**src/rtl/shiftreg_sequencer_pkg.sv**
```systemverilog
// Shared definitions for the two-requester serial shift sequencer.
// Latency: n/a (types and constants only).
// Backpressure: n/a.
// Optional feature macro: SHIFTREG_SEQ_PARITY_EN adds the PARITY state.
package shiftreg_sequencer_pkg;

   localparam int BYTE_W   = 8;   // serial frame payload width
   localparam int BITCNT_W = 4;   // enough to count 0..BYTE_W

   typedef enum logic [1:0] {
      ST_IDLE   = 2'd0,
      ST_SHIFT  = 2'd1,
`ifdef SHIFTREG_SEQ_PARITY_EN
      ST_PARITY = 2'd2,
`endif
      ST_DONE   = 2'd3
   } state_t;

endpackage

```
**src/rtl/seq_shifter.sv**
```systemverilog
// Loadable byte shifter: parallel load, shift left with serial-in at bit 0, MSB out.
// Latency: load/shift take effect on the next rising edge; o_msb/o_dat are registered.
// Backpressure: none; the caller decides when to load or shift (load wins).
// Ports: i_clk/i_rst_n clock and async active-low reset; i_load/i_load_dat parallel
//        load; i_shift/i_sin shift-left strobe and serial input; o_msb bit 7; o_dat contents.
module seq_shifter
   import shiftreg_sequencer_pkg::*;
(
   input  logic              i_clk,
   input  logic              i_rst_n,
   input  logic              i_load,
   input  logic [BYTE_W-1:0] i_load_dat,
   input  logic              i_shift,
   input  logic              i_sin,
   output logic              o_msb,
   output logic [BYTE_W-1:0] o_dat
);

   logic [BYTE_W-1:0] r_sh;

   always_ff @(posedge i_clk or negedge i_rst_n) begin
      if (!i_rst_n) begin
         r_sh <= '0;
      end else if (i_load) begin
         r_sh <= i_load_dat;
      end else if (i_shift) begin
         r_sh <= {r_sh[BYTE_W-2:0], i_sin};
      end
   end

   assign o_msb = r_sh[BYTE_W-1];
   assign o_dat = r_sh;

endmodule

```
**src/rtl/shiftreg_sequencer.sv**
```systemverilog
// Two-requester round-robin serialiser: sends a byte MSB first on sout while capturing sin.
// Latency: transfer edge to done-high edge is 8*DIV+1 cycles (9*DIV+1 with parity).
// Backpressure: reqN_ready only in IDLE for the arbitration winner; requests ignored while busy.
// Ports: clk, rst_n (async active-low); reqN_valid/reqN_data/reqN_ready byte offers;
//        sin serial in; sout/sout_valid serial out; busy, done, done_id, rx_data status.
// Optional feature macro: SHIFTREG_SEQ_PARITY_EN appends an even-parity bit to each frame.
module shiftreg_sequencer
   import shiftreg_sequencer_pkg::*;
#(
   parameter int DIV = 1   // clock cycles per serial bit, 1..255
) (
   input  logic       clk,
   input  logic       rst_n,
   input  logic       req0_valid,
   input  logic [7:0] req0_data,
   output logic       req0_ready,
   input  logic       req1_valid,
   input  logic [7:0] req1_data,
   output logic       req1_ready,
   input  logic       sin,
   output logic       sout,
   output logic       sout_valid,
   output logic       busy,
   output logic       done,
   output logic       done_id,
   output logic [7:0] rx_data
);

   localparam logic [7:0]          DIV_LAST = 8'(DIV - 1);
   localparam logic [BITCNT_W-1:0] BIT_LAST = BITCNT_W'(BYTE_W - 1);

   state_t              r_state;
   state_t              w_state_nxt;
   logic                r_ptr;        // requester favoured when both are valid
   logic                r_id;         // requester owning the frame in flight
   logic [7:0]          r_div_cnt;
   logic [BITCNT_W-1:0] r_bit_cnt;
   logic [BYTE_W-1:0]   r_rx;
   logic [BYTE_W-1:0]   w_sh;
   logic [BYTE_W-1:0]   w_load_dat;
   logic [BYTE_W-1:0]   w_rx_nxt;
   logic                w_idle;
   logic                w_gnt0;
   logic                w_gnt1;
   logic                w_xfer;
   logic                w_bit_end;
   logic                w_last_bit;
   logic                w_shift;
   logic                w_msb;
   logic                w_to_done;
`ifdef SHIFTREG_SEQ_PARITY_EN
   logic                r_par;        // even parity of the byte being sent
`endif

   // ---------------- arbitration ----------------
   assign w_idle     = (r_state == ST_IDLE);
   assign w_gnt0     = req0_valid & (~req1_valid | ~r_ptr);
   assign w_gnt1     = req1_valid & (~req0_valid |  r_ptr);
   // rst_n gating keeps ready low while reset is held even if valid is high
   assign req0_ready = rst_n & w_idle & w_gnt0;
   assign req1_ready = rst_n & w_idle & w_gnt1;
   assign w_xfer     = req0_ready | req1_ready;
   assign w_load_dat = w_gnt1 ? req1_data : req0_data;

   // ---------------- bit timing ----------------
   assign w_bit_end  = (r_div_cnt == DIV_LAST);
   assign w_last_bit = (r_bit_cnt == BIT_LAST);
   assign w_shift    = (r_state == ST_SHIFT) & w_bit_end;

   // ---------------- FSM ----------------
   always_comb begin
      w_state_nxt = r_state;
      case (r_state)
         ST_IDLE: begin
            if (w_xfer) w_state_nxt = ST_SHIFT;
         end
         ST_SHIFT: begin
            if (w_bit_end && w_last_bit) begin
`ifdef SHIFTREG_SEQ_PARITY_EN
               w_state_nxt = ST_PARITY;
`else
               w_state_nxt = ST_DONE;
`endif
            end
         end
`ifdef SHIFTREG_SEQ_PARITY_EN
         ST_PARITY: begin
            if (w_bit_end) w_state_nxt = ST_DONE;
         end
`endif
         ST_DONE: begin
            w_state_nxt = ST_IDLE;
         end
         default: begin
            w_state_nxt = ST_IDLE;
         end
      endcase
   end

   assign w_to_done = (w_state_nxt == ST_DONE) && (r_state != ST_DONE);

   // Without parity the last shift and the DONE entry share an edge, so the
   // captured byte must include the sin bit being shifted in on that edge.
`ifdef SHIFTREG_SEQ_PARITY_EN
   assign w_rx_nxt = w_sh;
`else
   assign w_rx_nxt = {w_sh[BYTE_W-2:0], sin};
`endif

   always_ff @(posedge clk or negedge rst_n) begin
      if (!rst_n) begin
         r_state   <= ST_IDLE;
         r_ptr     <= 1'b0;
         r_id      <= 1'b0;
         r_div_cnt <= '0;
         r_bit_cnt <= '0;
         r_rx      <= '0;
      end else begin
         r_state <= w_state_nxt;
         if (w_xfer) begin
            r_ptr     <= ~r_ptr;
            r_id      <= w_gnt1;
            r_div_cnt <= '0;
            r_bit_cnt <= '0;
         end else begin
            if (sout_valid) begin
               r_div_cnt <= w_bit_end ? 8'd0 : r_div_cnt + 8'd1;
            end else begin
               r_div_cnt <= '0;
            end
            if (w_shift) r_bit_cnt <= r_bit_cnt + BITCNT_W'(1);
         end
         if (w_to_done) r_rx <= w_rx_nxt;
      end
   end

`ifdef SHIFTREG_SEQ_PARITY_EN
   always_ff @(posedge clk or negedge rst_n) begin
      if (!rst_n) begin
         r_par <= 1'b0;
      end else if (w_xfer) begin
         r_par <= ^w_load_dat;
      end
   end
`endif

   // ---------------- datapath ----------------
   seq_shifter u_shifter (
      .i_clk      (clk),
      .i_rst_n    (rst_n),
      .i_load     (w_xfer),
      .i_load_dat (w_load_dat),
      .i_shift    (w_shift),
      .i_sin      (sin),
      .o_msb      (w_msb),
      .o_dat      (w_sh)
   );

   // ---------------- outputs ----------------
   always_comb begin
      sout       = 1'b0;
      sout_valid = 1'b0;
      case (r_state)
         ST_SHIFT: begin
            sout       = w_msb;
            sout_valid = 1'b1;
         end
`ifdef SHIFTREG_SEQ_PARITY_EN
         ST_PARITY: begin
            sout       = r_par;
            sout_valid = 1'b1;
         end
`endif
         default: begin
            sout       = 1'b0;
            sout_valid = 1'b0;
         end
      endcase
   end

   assign busy    = ~w_idle;
   assign done    = (r_state == ST_DONE);
   assign done_id = done & r_id;
   assign rx_data = r_rx;

endmodule

```
**config.mk**
```make
export PLATFORM = sky130hd
export DESIGN_NAME = shiftreg_sequencer
export DESIGN_NICKNAME = d
export VERILOG_FILES = /design/src/rtl/shiftreg_sequencer_pkg.sv /design/src/rtl/seq_shifter.sv /design/src/rtl/shiftreg_sequencer.sv
export SDC_FILE = /design/constraint.sdc
export NUM_CORES = 1
export LEC_CHECK = 0
export BUFFER_PORTS_ARGS = -buffer_cell sky130_fd_sc_hd__buf_2
export CAP_MARGIN = 20
export CORE_UTILIZATION = 34
export DETAILED_ROUTE_END_ITERATION = 10
export SLEW_MARGIN = 20
export SYNTH_ARGS = -nofsm -noshare
export SYNTH_HDL_FRONTEND = slang
export SYNTH_SLANG_ARGS = --single-unit
export TNS_END_PERCENT = 20
```
**constraint.sdc**
```tcl
create_clock -name clk -period 2.32 [get_ports clk]
set_input_delay 0.116 -clock clk [delete_from_list [all_inputs] [get_ports clk]]
set_output_delay 0.116 -clock clk [all_outputs]
set_load 0.02 [all_outputs]
```
==> results.yml <==
clock_tree:
  cts_tree: "built"
  cts_buffers: 5
  cts.sinks: 32
  cts_setup_buffers: 0
  ctsHoldBuffers: 1
  clock-root-buffer: "clkbuf_8"
  cts_resized: 0
  clock_latency_ns: 0.28
  cts_buffer_depth: 2
  clk_pin_slew_ns: 0.06
  cts_max_level: 2
drt:
  via_per_inst: 4.945
  drt-initial-drc-count: 32
  wl_per_cell_um: 14.14
  dr.pass1.iters: 4
  wl_mm: 3.337
  postRouteAntennaNets: 0
  vias: 1167
  drcViolationCount: 0
hold_path:
  hold_path_class: "in -> reg"
timing:
  fin_hold_ws_ns: 0.09701
  period_share_pct: 82.83
  skew_ns: 0.009771
  worstMarginPinSlew_ns: 0.4732
  hold_viol_final: 0
  slew_headroom_pct: 68.37
  slew_viol_final: 0
  setup_viol: 0
  fin_tns_setup_ns: 0
  fmax_ghz: 0.5204
  rsz0062_at_grt: "false"
  fin_crit_ns: 1.922
logic_synthesis:
  syn_area_sq_um: 1574
  synthFlopType: "dfrtp_1"
  synthArstFlopShare_pct: 100.0
  synth.mux.area_fraction_pct: 12.72
  ys_ff_latch: 32
  syn_inst: 140
  synthSimpleGateAreaFrac_pct: 19.32
  avgSynthCellArea_sq_um: 11.24
  synth_compound_area_share_pct: 6.836
  synth_top_family_by_area: "simple AND/OR/NAND/NOR gates"
  synth-adder-area-share_pct: 2.385
  ys_types: 34
  synth_xor_area_share_pct: 4.452
  syn_nets: 164
  seq_area_frac_synth_pct: 50.87
  synth_edf_count: 0
  synth_warnings: 0
cells_and_area:
  drive_gt1_share_pct: 33.70
  syn_to_final_growth_pct: 23.37
  nNetsFinal: 207
  instances_no_fill: 236
  finalInstanceArea_sq_um: 1942
  diodes: 0
run:
  maxCapViolCount: 0
power_and_ir_drop:
  p_leak_nw: 1.011
  finalPower_mw: 2.325
  peakVddDrop_mv: 0.3365
  p_per_area_nw_per_um2: 1197
floorplanning:
  rows: 24
  dieArea_sq_um: 4906
  core_area_sq_um: 4414
  start_util_pct: 35.66
  die_width_um: 70.04
  io_pins: 36
  die_h_um: 70.04
global_routing:
  grt_overflow: 0
  grt_max_degree: 34
  grt_usage_pct: 15.45
  antenna_found_initial: 0
  grt_pass1_vias: 1253
  grt_pass1_wl_mm: 5.878
worst_setup_path:
  r2r_setup_slack_ns: 0.40
  crit_required_ns: 2.48
  cp_max_fo: 9
  crit_path_end_kind: "flip-flop"
  cp.arrival_ns: 2.09
  critical_path_class: "reg -> reg"
  startpoint_type: "flip-flop"
placement:
  globalplace.congestion: 0.8202
  placed_area_sq_um: 1821
  dp_cells: 227
  dp_hpwl_mm: 2.517
  portBuffers: 35
status:
  status: "completed"
layout make-up:
type / instances / area (sq um)
Clock buffer: 5 / 68.82
Clock inverter: 3 / 42.54
Fill cell: 412 / 2472
Inverter: 8 / 30.03
Multi-Input combinational cell: 96 / 719.4
Sequential cell: 32 / 800.8
Tap cell: 52 / 65.06
Timing Repair Buffer: 40 / 215.2
final timing paths:
kind | start | to | cells past startpoint
max in group asynchronous | rst_n | r_div_cnt[6] | 3
min in group asynchronous | rst_n | r_div_cnt[3] | 3
hold reg to reg | r_id | r_id | 1
setup reg to reg | r_div_cnt[0] | rx_data[0] | 6
setup / recovery | r_div_cnt[0] | rx_data[0] | 6
hold / removal | sin | rx_data[0] | 2
layout by cell type (no fill, tap or decap), types with 4 or more instances in the layout:
master and count:
mux2i_1 8, dfrtp_1 32, inv_1 7, nand2_1 12
buf_4 4, nand3_1 13, buf_2 35, clkbuf_8 5
xor2_1 6, nor2_1 11, mux2_4 8, and3_1 4
Yosys cell counts (2+ instances only):
| library cell | n | area (sq um) |
|---|---|---|
| o211ai_1 | 3 | 22.52 |
| a21oi_1 | 2 | 10.01 |
| clkbuf_1 | 2 | 7.510 |
| o21ai_0 | 3 | 15.01 |
| or2_2 | 2 | 12.51 |
| and3_1 | 4 | 25.02 |
| dfrtp_1 | 32 | 800.8 |
| xor2_1 | 6 | 52.55 |
| nor2_1 | 11 | 41.29 |
| ha_1 | 3 | 37.54 |
| xnor2_1 | 2 | 17.52 |
| nand3_1 | 13 | 65.06 |
| mux2_4 | 8 | 120.1 |
| mux2i_1 | 8 | 80.08 |
| nand2_1 | 12 | 45.04 |
| o221ai_1 | 3 | 26.28 |
| and2_1 | 3 | 18.77 |
| inv_1 | 7 | 26.28 |
cell families after synthesis:
family,Yosys count
flops,32
xor+xnor,8
compound gates,15
mux,16
buf+inv,12
fa+ha+maj,3
simple gates,54
critical path, stage by stage, from the launching register on:
cell      delay, ns
dfrtp_1        0.43
inv_1          0.08
ha_1           0.13
nor3b_2        0.27
and3_1         0.27
nand4b_4       0.26
mux2_4         0.37
stage by stage:
step	util (%)	setup slack, ns
after floorplan	-	0.5041
after global placement	41.24	0.4648
after detailed placement	41.24	0.3953
after CTS	43.99	0.3918
after global routing	43.99	0.2263
final	43.99	0.3984
metal layers:
layer  share of wire, %  vias up  routed length, um  GRT usage (%)
li1                   -      573                  -              -
met1                 46      569               1543          19.98
met2                 49       21               1651          24.36
met3                2.9        4                 98          4.762
met4                1.3        0                 44          5.556
met5                  0        -                  0              0
flip-flops by register name (all words and copies together) (netlist names):
signal	count
r_div_cnt	8
rx_data	8
u_shifter.o_dat	8
r_bit_cnt	4
r_state	2
r_id	1
r_ptr	1
report_power, final:
group	switching (mW)	leakage [nW]	internal, mW
Clock	0.206	0.0541	0.317
Combinational	0.482	0.554	0.406
Sequential	0.151	0.403	0.764
No activity file was read; power rests on OpenSTA's default activity.
